--- src/rtl/stopwatch_pkg.sv ---
// stopwatch_pkg: shared constants and types for the stopwatch run controller.
// Contents: FSM state encoding, default lap counter width, default debounce
// length and the board clock frequency.
package stopwatch_pkg;

  localparam int unsigned CLK_HZ         = 50_000_000;
  localparam int unsigned LAP_W_DEF      = 4;
  // 20 ms of stable key level at CLK_HZ
  localparam int unsigned DEB_CYCLES_DEF = 1_000_000;

  typedef enum logic [1:0] {
    ST_IDLE  = 2'd0,
    ST_RUN   = 2'd1,
    ST_LAP   = 2'd2,
    ST_PAUSE = 2'd3
  } state_t;

  // Counter advances on ticks only while running (RUN or LAP).
  function automatic logic is_counting(input state_t s);
    return (s == ST_RUN) || (s == ST_LAP);
  endfunction

endpackage

--- src/rtl/key_debounce.sv ---
// key_debounce: synchronises one raw active-low push-button and debounces it.
// Ports:
//   i_clk, i_rst_n : clock, asynchronous active-low reset
//   i_key_n        : raw key, active-low, asynchronous to i_clk
//   o_level        : debounced key level (1 = released)
//   o_press        : one-cycle pulse on the debounced 1->0 transition
module key_debounce #(
  parameter int unsigned DEB_CYCLES = 1_000_000
) (
  input  logic i_clk,
  input  logic i_rst_n,
  input  logic i_key_n,
  output logic o_level,
  output logic o_press
);

  localparam int unsigned     CNT_W    = $clog2(DEB_CYCLES + 1);
  localparam logic [CNT_W-1:0] CNT_LAST = CNT_W'(DEB_CYCLES - 1);

  logic             r_sync1;
  logic             r_sync2;
  logic [CNT_W-1:0] r_cnt;
  logic             r_level;
  logic             r_press;

  // Two-flop synchroniser; resets to the released level.
  always_ff @(posedge i_clk or negedge i_rst_n) begin
    if (!i_rst_n) begin
      r_sync1 <= 1'b1;
      r_sync2 <= 1'b1;
    end else begin
      r_sync1 <= i_key_n;
      r_sync2 <= r_sync1;
    end
  end

  // Accept a new level after DEB_CYCLES consecutive differing samples;
  // any sample matching the current level restarts the count.
  always_ff @(posedge i_clk or negedge i_rst_n) begin
    if (!i_rst_n) begin
      r_cnt   <= '0;
      r_level <= 1'b1;
      r_press <= 1'b0;
    end else begin
      r_press <= 1'b0;
      if (r_sync2 == r_level) begin
        r_cnt <= '0;
      end else if (r_cnt == CNT_LAST) begin
        r_cnt   <= '0;
        r_level <= r_sync2;
        r_press <= ~r_sync2;
      end else begin
        r_cnt <= r_cnt + CNT_W'(1);
      end
    end
  end

  assign o_level = r_level;
  assign o_press = r_press;

endmodule

--- src/rtl/stopwatch_ctrl.sv ---
// stopwatch_ctrl: run controller for the centisecond stopwatch counter chain.
// Debounces start/stop and lap/reset keys and sequences IDLE/RUN/LAP/PAUSE.
// Optional feature macro: STOPWATCH_LAP_EN (lap view and lap counter).
// Ports:
//   CLOCK_50, RST_N          : clock, asynchronous active-low reset
//   key_start_n, key_lap_n   : raw active-low keys
//   tick_10ms                : 10 ms tick pulse
//   cnt_en                   : counter enable (combinational from tick_10ms)
//   cnt_clr                  : one-cycle counter clear (registered)
//   disp_hold                : display freeze while in LAP
//   running                  : high in RUN or LAP
//   lap_cnt                  : laps taken since last clear
module stopwatch_ctrl
  import stopwatch_pkg::*;
#(
  parameter int unsigned DEB_CYCLES = DEB_CYCLES_DEF,
  parameter int unsigned LAP_W      = LAP_W_DEF
) (
  input  logic             CLOCK_50,
  input  logic             RST_N,
  input  logic             key_start_n,
  input  logic             key_lap_n,
  input  logic             tick_10ms,
  output logic             cnt_en,
  output logic             cnt_clr,
  output logic             disp_hold,
  output logic             running,
  output logic [LAP_W-1:0] lap_cnt
);

  logic   w_start_press;
  logic   w_lap_press;
  logic   w_start_level;
  logic   w_lap_level;
  logic   w_unused_levels;

  state_t r_state;
  logic   r_armed;
  logic   r_clr;
  logic   r_running;
`ifdef STOPWATCH_LAP_EN
  logic             r_disp_hold;
  logic [LAP_W-1:0] r_lap_cnt;
`endif

  key_debounce #(.DEB_CYCLES(DEB_CYCLES)) u_deb_start (
    .i_clk   (CLOCK_50),
    .i_rst_n (RST_N),
    .i_key_n (key_start_n),
    .o_level (w_start_level),
    .o_press (w_start_press)
  );

  key_debounce #(.DEB_CYCLES(DEB_CYCLES)) u_deb_lap (
    .i_clk   (CLOCK_50),
    .i_rst_n (RST_N),
    .i_key_n (key_lap_n),
    .o_level (w_lap_level),
    .o_press (w_lap_press)
  );

  // Debounced levels are not needed here; only press events drive the FSM.
  assign w_unused_levels = w_start_level ^ w_lap_level;

  // Run FSM with registered outputs. Start wins over a same-cycle lap event.
  // r_armed makes cnt_clr pulse on the first edge after reset release,
  // initialising the counter which has no reset of its own.
  always_ff @(posedge CLOCK_50 or negedge RST_N) begin
    if (!RST_N) begin
      r_state     <= ST_IDLE;
      r_armed     <= 1'b0;
      r_clr       <= 1'b0;
      r_running   <= 1'b0;
`ifdef STOPWATCH_LAP_EN
      r_disp_hold <= 1'b0;
      r_lap_cnt   <= '0;
`endif
    end else begin
      r_armed <= 1'b1;
      r_clr   <= ~r_armed;
      case (r_state)
        ST_IDLE: begin
          if (w_start_press) begin
            r_state   <= ST_RUN;
            r_running <= 1'b1;
          end
        end
        ST_RUN: begin
          if (w_start_press) begin
            r_state   <= ST_PAUSE;
            r_running <= 1'b0;
          end
`ifdef STOPWATCH_LAP_EN
          else if (w_lap_press) begin
            r_state     <= ST_LAP;
            r_disp_hold <= 1'b1;
            r_lap_cnt   <= r_lap_cnt + LAP_W'(1);
          end
`endif
        end
`ifdef STOPWATCH_LAP_EN
        ST_LAP: begin
          if (w_start_press) begin
            r_state     <= ST_PAUSE;
            r_running   <= 1'b0;
            r_disp_hold <= 1'b0;
          end else if (w_lap_press) begin
            r_state     <= ST_RUN;
            r_disp_hold <= 1'b0;
          end
        end
`endif
        ST_PAUSE: begin
          if (w_start_press) begin
            r_state   <= ST_RUN;
            r_running <= 1'b1;
          end else if (w_lap_press) begin
            r_state <= ST_IDLE;
            r_clr   <= 1'b1;
`ifdef STOPWATCH_LAP_EN
            r_lap_cnt <= '0;
`endif
          end
        end
        default: begin
          r_state   <= ST_IDLE;
          r_running <= 1'b0;
        end
      endcase
    end
  end

  // Zero-latency enable from the current (pre-transition) state.
  assign cnt_en  = tick_10ms & is_counting(r_state);
  assign cnt_clr = r_clr;
  assign running = r_running;
`ifdef STOPWATCH_LAP_EN
  assign disp_hold = r_disp_hold;
  assign lap_cnt   = r_lap_cnt;
`else
  assign disp_hold = 1'b0;
  assign lap_cnt   = '0;
`endif

endmodule

--- config.mk ---
export PLATFORM = sky130hd
export DESIGN_NAME = stopwatch_ctrl
export DESIGN_NICKNAME = d
export VERILOG_FILES = /design/src/rtl/stopwatch_pkg.sv /design/src/rtl/key_debounce.sv /design/src/rtl/stopwatch_ctrl.sv
export SDC_FILE = /design/constraint.sdc
export NUM_CORES = 1
export LEC_CHECK = 0
export ABC_AREA = 1
export ABC_CLOCK_PERIOD_IN_PS = 1600
export CORE_MARGIN = 5
export CORE_UTILIZATION = 55
export DETAILED_ROUTE_END_ITERATION = 16
export DONT_BUFFER_PORTS = 1
export GPL_ROUTABILITY_DRIVEN = 0
export PLACE_DENSITY = 0.78
export SYNTH_ARGS = -nofsm -noshare
export SYNTH_HDL_FRONTEND = slang
export SYNTH_HIERARCHICAL = 1
export SYNTH_SLANG_ARGS = --single-unit
--- constraint.sdc ---
create_clock -name CLOCK_50 -period 1.6 [get_ports CLOCK_50]
set_input_delay 0.32 -clock CLOCK_50 [delete_from_list [all_inputs] [get_ports CLOCK_50]]
set_output_delay 0.32 -clock CLOCK_50 [all_outputs]
set_load 0.02 [all_outputs]
==> impl_metrics.json <==
{
  "fin_crit_sh_pct": 95.0,
  "drt_pre_antenna_iters": 4,
  "path_buf_inv": 2,
  "clock_latency_ps": 320,
  "reg_top3": "u_deb_lap/r_cnt (20), u_deb_start/r_cnt (20), r_state (2)",
  "critPathArrivalTime_ps": 1200,
  "hold_start": "u_deb_start/r_sync1$_DFF_PN1_",
  "finalSetupViolations": 0,
  "min_period_ps": 1520,
  "clock-root-buffer": "clkbuf_8",
  "cts_tree": "yes",
  "slowest_delay_ps": 390,
  "first_global_vias": 2189,
  "ff2ff_setup_slack_ps": 200,
  "r2r_cells": 6,
  "maxCapViolCount": 0,
  "hold_depth": 0,
  "layout_commonest_cell": "nor2_1",
  "multi_input_area_sq_um": 1570,
  "ys_seq_area_share_pct": 43.2,
  "cts_made_buffers": 5,
  "wirelength_um": 5650,
  "place_area_sq_um": 3150,
  "routed_via_density": 4.90,
  "overflow": 0,
  "die_w_um": 84.9,
  "fin_area_sq_um": 3360,
  "avgSynthCellArea_sq_um": 8.08,
  "antenna_found_initial": 0,
  "finalMaxSlewViolations": 0,
  "end_kind": "output port",
  "area_growth_pct": 8.72,
  "cp-start-kind": "register",
  "hold_ws_ps": 349,
  "synthCells": 382,
  "r2r_end": "u_deb_start/r_cnt[5]$_DFF_PN0_",
  "coreArea_sq_um": 5470,
  "ys_warn_count": 6,
  "r2r_start": "u_deb_start/r_cnt[0]$_DFF_PN0_",
  "ys_types": 28,
  "grt_max_degree": 54,
  "setup_tns_ps": 0,
  "slowest_stage": "dfrtp_1",
  "required_ps": 1280,
  "seq_area_sq_um": 1340,
  "outcome": "completed",
  "p_per_area_nw_per_um2": 718,
  "detailed_place_hpwl_um": 4200,
  "grtUsageTotal_pct": 17.1,
  "drt_iter0_markers": 109,
  "grt_pass1_wl_um": 9890,
  "cp_max_fo": 4,
  "critPathMostFrequentCell": "inv_2",
  "fin_skew_ps": 9.81,
  "clockBufferDepth": 2,
  "peakVddDrop_uv": 587,
  "wl_per_cell_um": 12.1,
  "critPathKind": "register to output port",
  "nNetsFinal": 405,
  "fillers": 480,
  "mostFrequentLayoutCells": "nor2_1 (75), nand2_1 (73), dfrtp_1 (46)",
  "dp.cells": 453,
  "dieArea_sq_um": 7210,
  "drcViolationCount": 0,
  "final_hold_viol_count": 0,
  "path_cells": "inv_2 > ha_4 > nand2_1 > inv_2",
  "ant_nets": 0,
  "num_rows": 27,
  "hp-class": "register to register",
  "drive_above_1_share_pct": 19.5,
  "port_buffers": 0,
  "min_delay_worst_endpoint": "u_deb_start/r_sync2$_DFF_PN1_",
  "rsz0062_at_grt": "no",
  "num_vias": 2290,
  "die_y_um": 84.9,
  "stdcell_count": 467,
  "cts.sinks": 53,
  "diodes": 0,
  "path_delay_family": "flip-flops",
  "initial_core_util_pct": 56.4,
  "htreeDepth": 2,
  "leakage_nw": 1.55,
  "ys_seq_elements": 53,
  "fmax_ghz": 0.658,
  "clk_pin_slew_ps": 100,
  "netlist_area_sq_um": 3090,
  "pin_count": 13
}
## where the power goes
group / internal, mW / total, mW / switching (mW)
Sequential: 1.36 / 1.38 / 0.0155
Combinational: 0.0299 / 0.102 / 0.0718
Clock: 0.469 / 0.930 / 0.461
Total: 1.86 / 2.41 / 0.549
## kinds of logic after synthesis
logic type	Yosys count	synth area share, %
simple gates	233	37.8
flops	53	43.2
buf+inv	51	6.81
xor+xnor	20	6.16
compound gates	17	3.32
fa+ha+maj	6	2.43
other cells	2	0.243
## repair_timing
action                                  4_1_cts  5_1_grt
hold buffers                                  4        0
endpoints found under the setup margin        1        1
hold endpoints to repair                     55        0
buffers inserted                              1        1
pin swaps                                     0        0
gates resized for setup                       2        2
## per-layer routing
layer | global-route usage [%] | share of wire, % | vias to the layer above
met2 | 28.1 | 48 | 30
met5 | 0 | 0 | -
li1 | - | - | 1195
met1 | 21.9 | 47 | 1056
met4 | 5.61 | 1.7 | 0
met3 | 4.56 | 3.5 | 9
## final cells by class
class | instances | area share, %
Multi-Input combinational cell | 282 | 46.8
Tap cell | 72 | 2.68
Clock buffer | 5 | 2.05
Clock inverter | 3 | 1.38
Timing Repair Buffer | 6 | 2.16
Inverter | 46 | 5.15
Sequential cell | 53 | 39.8
## how the worst max path moves through the flow
stage                                            to                           start  cells after the start
global route                                 cnt_en          r_state[1]$_DFFE_PN0P_                      4
global placement    u_deb_start/r_cnt[18]$_DFF_PN0_  u_deb_start/r_cnt[0]$_DFF_PN0_                      6
detailed placement   u_deb_start/r_cnt[5]$_DFF_PN0_  u_deb_start/r_cnt[0]$_DFF_PN0_                      6
CTS                                          cnt_en          r_state[1]$_DFFE_PN0P_                      4
finish                                       cnt_en          r_state[1]$_DFFE_PN0P_                      4
floorplan                                    cnt_en          r_state[0]$_DFFE_PN0P_                      4
## synth_stat cells, drive strengths merged
cell | instances | area, sq um
buf | 5 | 37.5
xor2 | 14 | 138
nand3 | 36 | 220
o21bai | 4 | 37.5
nand3b | 4 | 37.5
nand4 | 6 | 37.5
nand2 | 88 | 378
dfrtp | 47 | 1180
nor2 | 93 | 454
conb | 2 | 7.51
a21oi | 5 | 25.0
ha | 6 | 75.1
xnor2 | 6 | 52.6
inv | 46 | 173
o21ai | 8 | 40.0
nor3 | 6 | 40.0
dfstp | 6 | 158
## stage by stage
stage / worst slack, ps / power, mW / util [%]
detailed placement: 202 / 1.47 / 57.6
global route: 10.9 / 2.54 / 61.3
finish: 79.7 / 2.41 / 61.3
global placement: 243 / 1.47 / 57.6
CTS: 1.37 / 2.45 / 61.0
floorplan: 350 / 1.46 / -
## worst reg2reg max path, cell delays in order (launching register included)
cell and delay, ps:
dfrtp_1 380, ha_1 220, nand3_2 150, nor2_4 170, nand3_2 150, nand2_2 170, nor2_1 70
No activity file was read; power rests on OpenSTA's default activity.
